--- config.mk ---
export PLATFORM = sky130hd
export DESIGN_NAME = phase_sequencer
export DESIGN_NICKNAME = d
export VERILOG_FILES = /design/src/rtl/phase_sequencer.sv
export SDC_FILE = /design/constraint.sdc
export NUM_CORES = 1
export LEC_CHECK = 0
export BUFFER_PORTS_ARGS = -buffer_cell sky130_fd_sc_hd__buf_4
export CORE_ASPECT_RATIO = 0.7
export CORE_MARGIN = 10
export CORE_UTILIZATION = 50
export CTS_BUF_LIST = sky130_fd_sc_hd__clkbuf_8
export CTS_CLUSTER_DIAMETER = 80
export DETAILED_ROUTE_END_ITERATION = 8
export HOLD_SLACK_MARGIN = 0.08
export PLACE_DENSITY = 0.77
export SLEW_MARGIN = 20
export SYNTH_ARGS = -nofsm -noshare
export SYNTH_HDL_FRONTEND = slang
export SYNTH_SLANG_ARGS = --single-unit
export TNS_END_PERCENT = 1
--- constraint.sdc ---
create_clock -name clock -period 2.4 [get_ports clock]
set_input_delay 0.48 -clock clock [delete_from_list [all_inputs] [get_ports clock]]
set_output_delay 0.48 -clock clock [all_outputs]
set_load 0.01 [all_outputs]
--- src/rtl/phase_sequencer.sv ---
// Run/stall/halt phase controller for a multi-cycle CPU: one-hot phase, memory stalls,
// boundary-only halts and a retired-instruction counter. Single-step is built when PHASE_STEP_EN is defined.
module phase_sequencer #(
    parameter int NUM_PHASES  = 4,
    parameter int WAIT_PHASE  = 1,
    parameter int COUNT_WIDTH = 16
) (
    input  logic                   clock,
    input  logic                   reset,
    input  logic                   start,
    input  logic                   halt_req,
    input  logic                   mem_wait,
`ifdef PHASE_STEP_EN
    input  logic                   step_mode,
    input  logic                   step,
`endif
    output logic [NUM_PHASES-1:0]  phase,
    output logic [2:0]             phase_idx,
    output logic                   running,
    output logic                   stalled,
    output logic                   halted,
    output logic                   retire,
    output logic [COUNT_WIDTH-1:0] instr_count
);

    typedef enum logic [1:0] {
        S_IDLE,
        S_RUN,
        S_STALL,
        S_HALTED
    } state_e;

    localparam logic [2:0]            LAST_IDX  = 3'(NUM_PHASES - 1);
    localparam logic [2:0]            WAIT_IDX  = 3'(WAIT_PHASE);
    localparam logic [NUM_PHASES-1:0] PHASE_ONE = NUM_PHASES'(1);

    state_e                  state_q, state_d;
    logic [2:0]              phase_idx_q, phase_idx_d;
    logic [NUM_PHASES-1:0]   phase_q, phase_d;
    logic                    running_q, running_d;
    logic                    stalled_q, stalled_d;
    logic                    halted_q, halted_d;
    logic                    retire_q, retire_d;
    logic [COUNT_WIDTH-1:0]  count_q, count_d;
    logic                    advance;
    logic                    halt_now;
    logic                    resume;

`ifdef PHASE_STEP_EN
    assign halt_now = halt_req | step_mode;
    assign resume   = start | step;
`else
    assign halt_now = halt_req;
    assign resume   = start;
`endif

    always_comb begin
        // NOTE: every variable gets a default first, so no path can leave one unassigned and infer a latch.
        state_d     = state_q;
        phase_idx_d = phase_idx_q;
        retire_d    = 1'b0;
        count_d     = count_q;
        advance     = 1'b0;

        case (state_q)
            S_IDLE: begin
                if (start) begin
                    state_d     = S_RUN;
                    phase_idx_d = 3'd0;
                end
            end
            S_RUN: begin
                if (phase_idx_q == WAIT_IDX && mem_wait) begin
                    state_d = S_STALL;
                end else begin
                    advance = 1'b1;
                end
            end
            S_STALL: begin
                // Release advances on the same edge, so stall length equals mem_wait-high cycles.
                if (!mem_wait) begin
                    state_d = S_RUN;
                    advance = 1'b1;
                end
            end
            S_HALTED: begin
                if (resume) begin
                    state_d     = S_RUN;
                    phase_idx_d = 3'd0;
                end
            end
            default: begin
                state_d     = S_IDLE;
                phase_idx_d = 3'd0;
            end
        endcase

        if (advance) begin
            if (phase_idx_q == LAST_IDX) begin
                phase_idx_d = 3'd0;
                retire_d    = 1'b1;
                count_d     = count_q + COUNT_WIDTH'(1);
                state_d     = halt_now ? S_HALTED : S_RUN;
            end else begin
                phase_idx_d = phase_idx_q + 3'd1;
            end
        end

        running_d = (state_d == S_RUN) || (state_d == S_STALL);
        stalled_d = (state_d == S_STALL);
        halted_d  = (state_d == S_HALTED);
        phase_d   = running_d ? (PHASE_ONE << phase_idx_d) : '0;
    end

    always_ff @(posedge clock) begin
        // NOTE: sequential state uses non-blocking assignments so all flops update together at the edge.
        if (reset) begin
            state_q     <= S_IDLE;
            phase_idx_q <= 3'd0;
            phase_q     <= '0;
            running_q   <= 1'b0;
            stalled_q   <= 1'b0;
            halted_q    <= 1'b0;
            retire_q    <= 1'b0;
            count_q     <= '0;
        end else begin
            state_q     <= state_d;
            phase_idx_q <= phase_idx_d;
            phase_q     <= phase_d;
            running_q   <= running_d;
            stalled_q   <= stalled_d;
            halted_q    <= halted_d;
            retire_q    <= retire_d;
            count_q     <= count_d;
        end
    end

    assign phase       = phase_q;
    assign phase_idx   = phase_idx_q;
    assign running     = running_q;
    assign stalled     = stalled_q;
    assign halted      = halted_q;
    assign retire      = retire_q;
    assign instr_count = count_q;

endmodule
==> results of run 1 <==
[Yosys cell counts (2+ instances only)]
library cell,count
sky130_fd_sc_hd__a21oi_1,11
sky130_fd_sc_hd__and4_1,3
sky130_fd_sc_hd__buf_1,2
sky130_fd_sc_hd__buf_2,4
sky130_fd_sc_hd__clkbuf_1,2
sky130_fd_sc_hd__dfxtp_1,29
sky130_fd_sc_hd__ha_1,8
sky130_fd_sc_hd__inv_1,7
sky130_fd_sc_hd__mux2_2,5
sky130_fd_sc_hd__nand2_1,12
sky130_fd_sc_hd__nand3_1,4
sky130_fd_sc_hd__nand3b_1,2
sky130_fd_sc_hd__nand4_1,6
sky130_fd_sc_hd__nor2_1,12
sky130_fd_sc_hd__nor2b_1,8
sky130_fd_sc_hd__nor3_1,3
sky130_fd_sc_hd__nor3b_1,2
sky130_fd_sc_hd__nor4_1,6
sky130_fd_sc_hd__o21ai_0,9
sky130_fd_sc_hd__o31ai_1,6
sky130_fd_sc_hd__o41ai_1,3
sky130_fd_sc_hd__or3_1,3
sky130_fd_sc_hd__or4_1,6
sky130_fd_sc_hd__or4b_1,3
[cells by family (layout without fill, tap and decap cells)]
logic type / Yosys count / in the layout / share of synthesized area (%)
buffers and inverters: 17 / 50 / 5.08
and+or+nand+nor: 75 / 75 / 29.6
adders and majority gates: 8 / 8 / 6.66
muxes: 5 / 5 / 3.74
AOI/OAI and AO/OA: 38 / 38 / 16.3
DFF: 29 / 29 / 38.6
[timing repair]
action                                 CTS  global route
endpoints found under the hold margin    0             0
setup endpoints to repair                3             7
hold buffers                             0             0
setup buffers                            0             0
resized for setup                        5             9
pin swaps                                0             0
[power by group through the flow]
stage          combinational [mW]  sequential (mW)  clock, mW
2_1_floorplan              0.0943            0.512          0
6_report                    0.158            0.502      0.379
3_3_place_gp                0.129            0.509          0
4_1_cts                     0.140            0.501      0.383
3_5_place_dp                0.137            0.510          0
5_1_grt                     0.172            0.502      0.407
[final cells by class]
type                            count  area (µm²)  area share (%)
Timing Repair Buffer               34         255            13.4
Tap cell                           36        45.0            2.37
Clock buffer                        5        68.8            3.62
Inverter                            8        30.0            1.58
Multi-Input combinational cell    126         907            47.7
Clock inverter                      3        13.8           0.723
Sequential cell                    29         583            30.6
[routing by layer]
| layer | wire length (µm) | track usage (%) |
|---|---|---|
| met3 | 385 | 6.16 |
| met2 | 1850 | 22.1 |
| met1 | 1900 | 17.6 |
| met5 | 0 | 0 |
| met4 | 85 | 6.56 |
[flip-flops by register name, indices dropped and copies added, names as in the netlist]
name / flops
running: 1
phase_idx: 3
state_q: 2
stalled: 1
phase: 4
halted: 1
instr_count: 16
retire: 1
[through the flow]
stage	setup WS (ns)	setup TNS, ns	util (%)	hold slack [ns]	power (mW)
floorplan	0.0565	0	-	0.498	0.606
global placement	0.152	0	61.8	0.479	0.639
detailed placement	-0.0901	-0.115	61.8	0.496	0.647
CTS	0.0322	0	65.4	0.505	1.02
global route	-0.0260	-0.0536	66.9	0.540	1.08
finish	0.114	0	66.9	0.512	1.04
[worst min-delay path: cells and delay by family (launching register included)]
kind	cells	cell delay (ns)
DFF	1	0.34
AOI/OAI and AO/OA	2	0.12
[path summary, 6_finish.rpt]
kind,startpoint,to,cells past startpoint,slack (ns)
max,state_q[0],phase[2],11,0.11
min,instr_count[4],instr_count[4],2,0.51
min reg2reg,instr_count[4],instr_count[4],2,0.51
max reg2reg,state_q[0],phase[2],11,0.11
==> metrics.log, run 1 <==
[metrics] fraction of final layout cells with drive strength greater than 1: 28.3%
[metrics] min Tclk post-route: 2.29 ns
[metrics] clock insertion delay at the later pin of the skew report: 0.28 ns
[metrics] number of nets in the synthesized netlist: 185
[metrics] switching power as a share of total power: 28.3%
[metrics] synthesized area: 0.00150 mm²
[metrics] final number of hold-violating endpoints: 0
[metrics] clock slew at reported path FFs: 0.06 ns
[metrics] crit path kind: register to register
[metrics] Residual DRC: 0
[metrics] required time worst endpoint: 2.61 ns
[metrics] leading cell type in the layout, fill and taps excluded: sky130_fd_sc_hd__buf_4
[metrics] count of fill cells added during filler insertion: 224
[metrics] Wirelength per Cell: 17.5 µm
[metrics] outcome: finished clean
[metrics] Worst path slowest cell: sky130_fd_sc_hd__dfxtp_2
[metrics] Max Fclk: 437 MHz
[metrics] global-route wire length before repair: 6.73 mm
[metrics] Worst Setup Start Kind: register
[metrics] max-slew violation total from the final report: 0
[metrics] Internal Dissipation: 745 µW
[metrics] CTS buffer count: 5
[metrics] power density over cell area: 546 mW/mm²
[metrics] Top FF cell, synth: sky130_fd_sc_hd__dfxtp_1
[metrics] cell types with the largest area share after synthesis: sky130_fd_sc_hd__dfxtp_1 (39%), sky130_fd_sc_hd__ha_1 (6.7%), sky130_fd_sc_hd__mux2_2 (3.7%), sky130_fd_sc_hd__a21oi_1 (3.7%), sky130_fd_sc_hd__nor2b_1 (3.3%)
[metrics] pin count of the biggest net entering global routing: 31
[metrics] Netlist cell types: 40
[metrics] n_diodes: 0
[metrics] worst hold path class: register to register
[metrics] number of search-and-repair iterations in the first detailed-routing pass: 5
[metrics] P_sw: 294 µW
[metrics] Routed WL: 4.22 mm
[metrics] commonest non-fill, non-tap cells in the layout: sky130_fd_sc_hd__buf_4 (34), sky130_fd_sc_hd__dfxtp_1 (27), sky130_fd_sc_hd__nor2_1 (11), sky130_fd_sc_hd__a21oi_1 (11), sky130_fd_sc_hd__nand2_1 (10)
[metrics] non-filler instance count after layout: 241
[metrics] width of the chip: 85.6 µm
[metrics] initial antenna violation count: 0
[metrics] clock root cell: sky130_fd_sc_hd__clkbuf_8
[metrics] Non-Filler Cell Area, Final: 0.00190 mm²
[metrics] area post-placement: 0.00176 mm²
[metrics] average via count per standard cell: 6.20
[metrics] initial core utilization: 52.9%
[metrics] final worst path period share: 95.3%
[metrics] number of warnings issued by yosys: 0
[metrics] Iter 0 DRT Violations: 177
[metrics] Critical Path Max Stage Delay: 0.37 ns
[metrics] Tot GR Track Use: 14.6%
[metrics] Max-Cap Viols: 0
[metrics] CP top delay family: adder cells
[metrics] count of boundary I/O pins: 32
[metrics] LEAKAGE: 0.734 nW
[metrics] share of power burned in registers: 48.3%
[metrics] count of mapped cells out of synthesis: 172
[metrics] net count reported at finish: 217
[metrics] gpl congestion: 0.847
[metrics] register area share after synthesis: 38.6%
[metrics] H-tree depth reported by CTS: 2
[metrics] Max Buffers Root-to-Sink: 2
[metrics] crit path DAT: 2.49 ns
[metrics] Die ar.: 0.00564 mm²
[metrics] average cell area after synthesis: 8.74 µm²
[metrics] most frequent cell on the critical path: sky130_fd_sc_hd__inv_1
[metrics] TritonCTS clock tree: built
[metrics] measured slew at the worst slew-check pin: 0.519 ns
[metrics] via count: 1495
[metrics] Setup Viol. Count Final: 0
[metrics] clock network power share: 36.5%
[metrics] worst-case clock skew: 0.00449 ns
[metrics] share of synthesized registers carrying an async set or reset: 0%
[metrics] placed cell count: 233
[metrics] via count of the first global-routing pass: 1403
[metrics] vertical extent of the die: 65.9 µm
[metrics] Core Footprint: 0.00284 mm²
[metrics] Worst setup EP type: register
[metrics] slew margin rel.: 65.1%
[metrics] CTS Sinks: 29
[metrics] count of standard-cell rows: 16
[metrics] number of I/O port buffers: 31
[metrics] Congestion Overflow GR: 0
[metrics] EDFF count, synth: 0
[metrics] synth-to-layout area growth: 26.5%
[metrics] portion of synthesized cell area occupied by the leading cell type: 38.6%
[metrics] largest vdd supply drop: 461 µV
[metrics] Synth Register Bits: 29
[metrics] cell type with the largest total area after synthesis: sky130_fd_sc_hd__dfxtp_1
[metrics] antenna violation net count after detailed routing: 0
[metrics] Detail Placement HPWL: 3.04 mm
[metrics] Cell Chain, Critical Path: inv_1 -> ha_4 -> buf_4 -> inv_1 -> o21ai_0 -> nand2_1 -> a31oi_4 -> ha_1 -> nor2_4 -> nand2_2 -> nor3b_2
[metrics] maximum fanout count along the critical path: 10
[metrics] Bufs and invs on worst path: 3
[metrics] part of the power in combinational logic: 15.2%
Note: power is estimated with default switching activity, not from simulation.
==> run 2, diff against run 1 <==
--- a/config.mk
+++ b/config.mk
@@ -8,12 +8,13 @@
 export BUFFER_PORTS_ARGS = -buffer_cell sky130_fd_sc_hd__buf_4
 export CORE_ASPECT_RATIO = 0.7
 export CORE_MARGIN = 10
-export CORE_UTILIZATION = 50
+export CORE_UTILIZATION = 60
 export CTS_BUF_LIST = sky130_fd_sc_hd__clkbuf_8
 export CTS_CLUSTER_DIAMETER = 80
 export DETAILED_ROUTE_END_ITERATION = 8
 export HOLD_SLACK_MARGIN = 0.08
-export PLACE_DENSITY = 0.77
+export PLACE_DENSITY = 0.87
+export RECOVER_POWER = 50
 export SLEW_MARGIN = 20
 export SYNTH_ARGS = -nofsm -noshare
 export SYNTH_HDL_FRONTEND = slang
==> constraint.sdc (replaced) <==
create_clock -name clock -period 2.9 [get_ports clock]
set_input_delay 0.58 -clock clock [delete_from_list [all_inputs] [get_ports clock]]
set_output_delay 0.58 -clock clock [all_outputs]
set_load 0.01 [all_outputs]
==> metrics.log, run 2 (synthesized netlist as in run 1, its figures left out) <==
[metrics] max reg flops: 16 (unchanged)
[metrics] met1 layer wirelength in the final routing: 1.68 mm (was 1.90 mm)
[metrics] measured slew at the worst slew-check pin: 0.497 ns (was 0.519 ns)
[metrics] leading cell type in the layout, fill and taps excluded: sky130_fd_sc_hd__dfxtp_1 (was sky130_fd_sc_hd__buf_4)
[metrics] overall power: 885 µW (was 1.04 mW)
[metrics] Iter 0 DRT Violations: 133 (was 177)
[metrics] width of the chip: 79.8 µm (was 85.6 µm)
[metrics] Max Fclk: 378 MHz (was 437 MHz)
[metrics] worst-case clock skew: 0.00491 ns (was 0.00449 ns)
[metrics] Routed WL: 3.83 mm (was 4.22 mm)
[metrics] number of I/O port buffers: 31 (unchanged)
[metrics] Die ar.: 0.00494 mm² (was 0.00564 mm²)
[metrics] Cell Chain, Critical Path: inv_1 -> ha_1 -> nor3b_1 -> nand2_1 -> nor4_1 -> mux2_2 (was inv_1 -> ha_4 -> buf_4 -> inv_1 -> o21ai_0 -> nand2_1 -> a31oi_4 -> ha_1 -> nor2_4 -> nand2_2 -> nor3b_2)
[metrics] Critical Path Max Stage Delay: 0.47 ns (was 0.37 ns)
[metrics] slew margin rel.: 66.8% (was 65.1%)
[metrics] Residual DRC: 0 (unchanged)
[metrics] initial antenna violation count: 0 (unchanged)
[metrics] Worst setup EP type: register (unchanged)
[metrics] hold path cells: 2 (unchanged)
[metrics] largest vdd supply drop: 313 µV (was 461 µV)
[metrics] global-route wire length before repair: 6.29 mm (was 6.73 mm)
[metrics] via count: 1484 (was 1495)
[metrics] clock insertion delay at the later pin of the skew report: 0.28 ns (about the same)
[metrics] average via count per standard cell: 6.24 (was 6.20)
[metrics] initial core utilization: 62.1% (was 52.9%)
[metrics] TritonCTS clock tree: built (unchanged)
[metrics] CTS Sinks: 29 (unchanged)
[metrics] Worst Min Path Start: instr_count[4] (unchanged)
[metrics] crit path DAT: 2.81 ns (was 2.49 ns)
[metrics] fraction of final layout cells with drive strength greater than 1: 9.80% (was 28.3%)
[metrics] Wirelength per Cell: 16.1 µm (was 17.5 µm)
[metrics] Finished Core Util: 72.0% (was 66.9%)
[metrics] net count reported at finish: 216 (was 217)
[metrics] worst flop-to-flop path endpoint: instr_count[12] (was phase[2])
[metrics] worst hold path class: register to register (unchanged)
[metrics] maximum fanout count along the critical path: 13 (was 10)
[metrics] final number of hold-violating endpoints: 0 (unchanged)
[metrics] RSZ-0062 raised after global routing: false
[metrics] area post-placement: 0.00175 mm² (was 0.00176 mm²)
[metrics] vertical extent of the die: 61.9 µm (was 65.9 µm)
[metrics] clock root cell: sky130_fd_sc_hd__clkbuf_8 (unchanged)
[metrics] Worst Setup Start Kind: register (unchanged)
[metrics] number of cell instances on the worst register-to-register path: 6 (was 11)
[metrics] max-slew violation total from the final report: 0 (unchanged)
[metrics] outcome: finished clean (unchanged)
[metrics] post-cts hold buffer count: 0 (unchanged)
[metrics] count of standard-cell rows: 15 (was 16)
[metrics] Max-Cap Viols: 0 (unchanged)
[metrics] setup slack, reg-to-reg: 0.26 ns (was 0.11 ns)
[metrics] crit path kind: register to register (unchanged)
[metrics] antenna violation net count after detailed routing: 0 (unchanged)
[metrics] Crit Reg-Reg Startpoint: state_q[0] (unchanged)
[metrics] clock slew at reported path FFs: 0.06 ns (about the same)
[metrics] min Tclk post-route: 2.64 ns (was 2.29 ns)
[metrics] Worst path slowest cell: sky130_fd_sc_hd__nor3b_1 (was sky130_fd_sc_hd__dfxtp_2)
[metrics] Core Footprint: 0.00242 mm² (was 0.00284 mm²)
[metrics] met2 WL post-DR: 1.70 mm (was 1.85 mm)
[metrics] highest metal used: met4 (unchanged)
[metrics] CTS buffer count: 5 (unchanged)
[metrics] Congestion Overflow GR: 0 (unchanged)
[metrics] Detail Placement HPWL: 2.85 mm (was 3.04 mm)
[metrics] number of search-and-repair iterations in the first detailed-routing pass: 4 (was 5)
[metrics] combined area of the multi-input logic cells: 842 µm² (was 907 µm²)
[metrics] required time worst endpoint: 3.07 ns (was 2.61 ns)
[metrics] commonest non-fill, non-tap cells in the layout: sky130_fd_sc_hd__dfxtp_1 (29), sky130_fd_sc_hd__clkbuf_1 (27), sky130_fd_sc_hd__nand2_1 (12), sky130_fd_sc_hd__nor2_1 (12), sky130_fd_sc_hd__a21oi_1 (11) (was sky130_fd_sc_hd__buf_4 (34), sky130_fd_sc_hd__dfxtp_1 (27), sky130_fd_sc_hd__nor2_1 (11), sky130_fd_sc_hd__a21oi_1 (11), sky130_fd_sc_hd__nand2_1 (10))
[metrics] power density over cell area: 508 mW/mm² (was 546 mW/mm²)
[metrics] count of buffers added by post-CTS timing repair for setup: 0 (unchanged)
[metrics] Setup Viol. Count Final: 0 (unchanged)
[metrics] gpl congestion: 0.923 (was 0.847)
[metrics] count of boundary I/O pins: 32 (unchanged)
[metrics] met3 routed WL: 389 µm (was 385 µm)
[metrics] pin count of the biggest net entering global routing: 31 (unchanged)
[metrics] synth-to-layout area growth: 15.9% (was 26.5%)
[metrics] via count of the first global-routing pass: 1382 (was 1403)
[metrics] Worst Hold Endpoint: instr_count[4] (unchanged)
[metrics] H-tree depth reported by CTS: 2 (unchanged)
[metrics] Non-Filler Cell Area, Final: 0.00174 mm² (was 0.00190 mm²)
[metrics] final worst path period share: 91.1% (was 95.3%)
[metrics] n_diodes: 0 (unchanged)
[metrics] count of fill cells added during filler insertion: 199 (was 224)
[metrics] footprint of the flip-flops and latches: 581 µm² (was 583 µm²)
[metrics] LEAKAGE: 0.605 nW (was 0.734 nW)
[metrics] Tot GR Track Use: 16.2% (was 14.6%)
[metrics] final sum of negative setup slack: 0 ns (unchanged)
[metrics] number of gates given a new drive strength after cts: 0 (was 5)
[metrics] Max Buffers Root-to-Sink: 2 (unchanged)
-- run 2: how the worst max path moves through the flow --
stage	from	end	slack, ns	cells past startpoint
floorplan	state_q[0]	phase[2]	0.56	12
global placement	state_q[0]	phase[2]	0.51	9
detailed placement	state_q[0]	phase[2]	0.33	9
CTS	state_q[0]	phase[2]	0.31	9
global route	state_q[0]	phase[2]	0.04	9
finish	state_q[0]	instr_count[12]	0.26	6
-- run 2: cell type report --
cell class / instances / area share, %
Tap cell: 34 / 2.44
Timing Repair Buffer: 33 / 8.40
Inverter: 8 / 1.72
Multi-Input combinational cell: 126 / 48.3
Clock inverter: 1 / 0.287
Sequential cell: 29 / 33.3
Clock buffer: 7 / 5.53
-- run 2: through the flow --
stage | worst slack [ns] | instances | hold slack [ns]
CTS | 0.312 | 238 | 0.503
global route | 0.0356 | 238 | 0.536
detailed placement | 0.328 | 230 | 0.495
finish | 0.257 | 238 | 0.511
global placement | 0.515 | 230 | 0.479
floorplan | 0.557 | 172 | 0.498
-- run 2: critical path, delay by kind of cell (launching register included) --
kind          cells  cell delay, ns
fa+ha+maj         1            0.35
buf+inv           1            0.08
flops             1            0.40
mux               1            0.39
simple gates      3            1.32
-- run 2: power breakdown --
group / internal, mW / switching, mW
Clock: 0.214 / 0.150
Combinational: 0.0350 / 0.0729
Sequential: 0.407 / 0.00600
-- run 2: metal layers --
metal	track usage, %	vias to the layer above
met5	0	-
met4	8.00	0
met3	7.47	7
met2	24.6	74
met1	19.1	698
li1	-	705
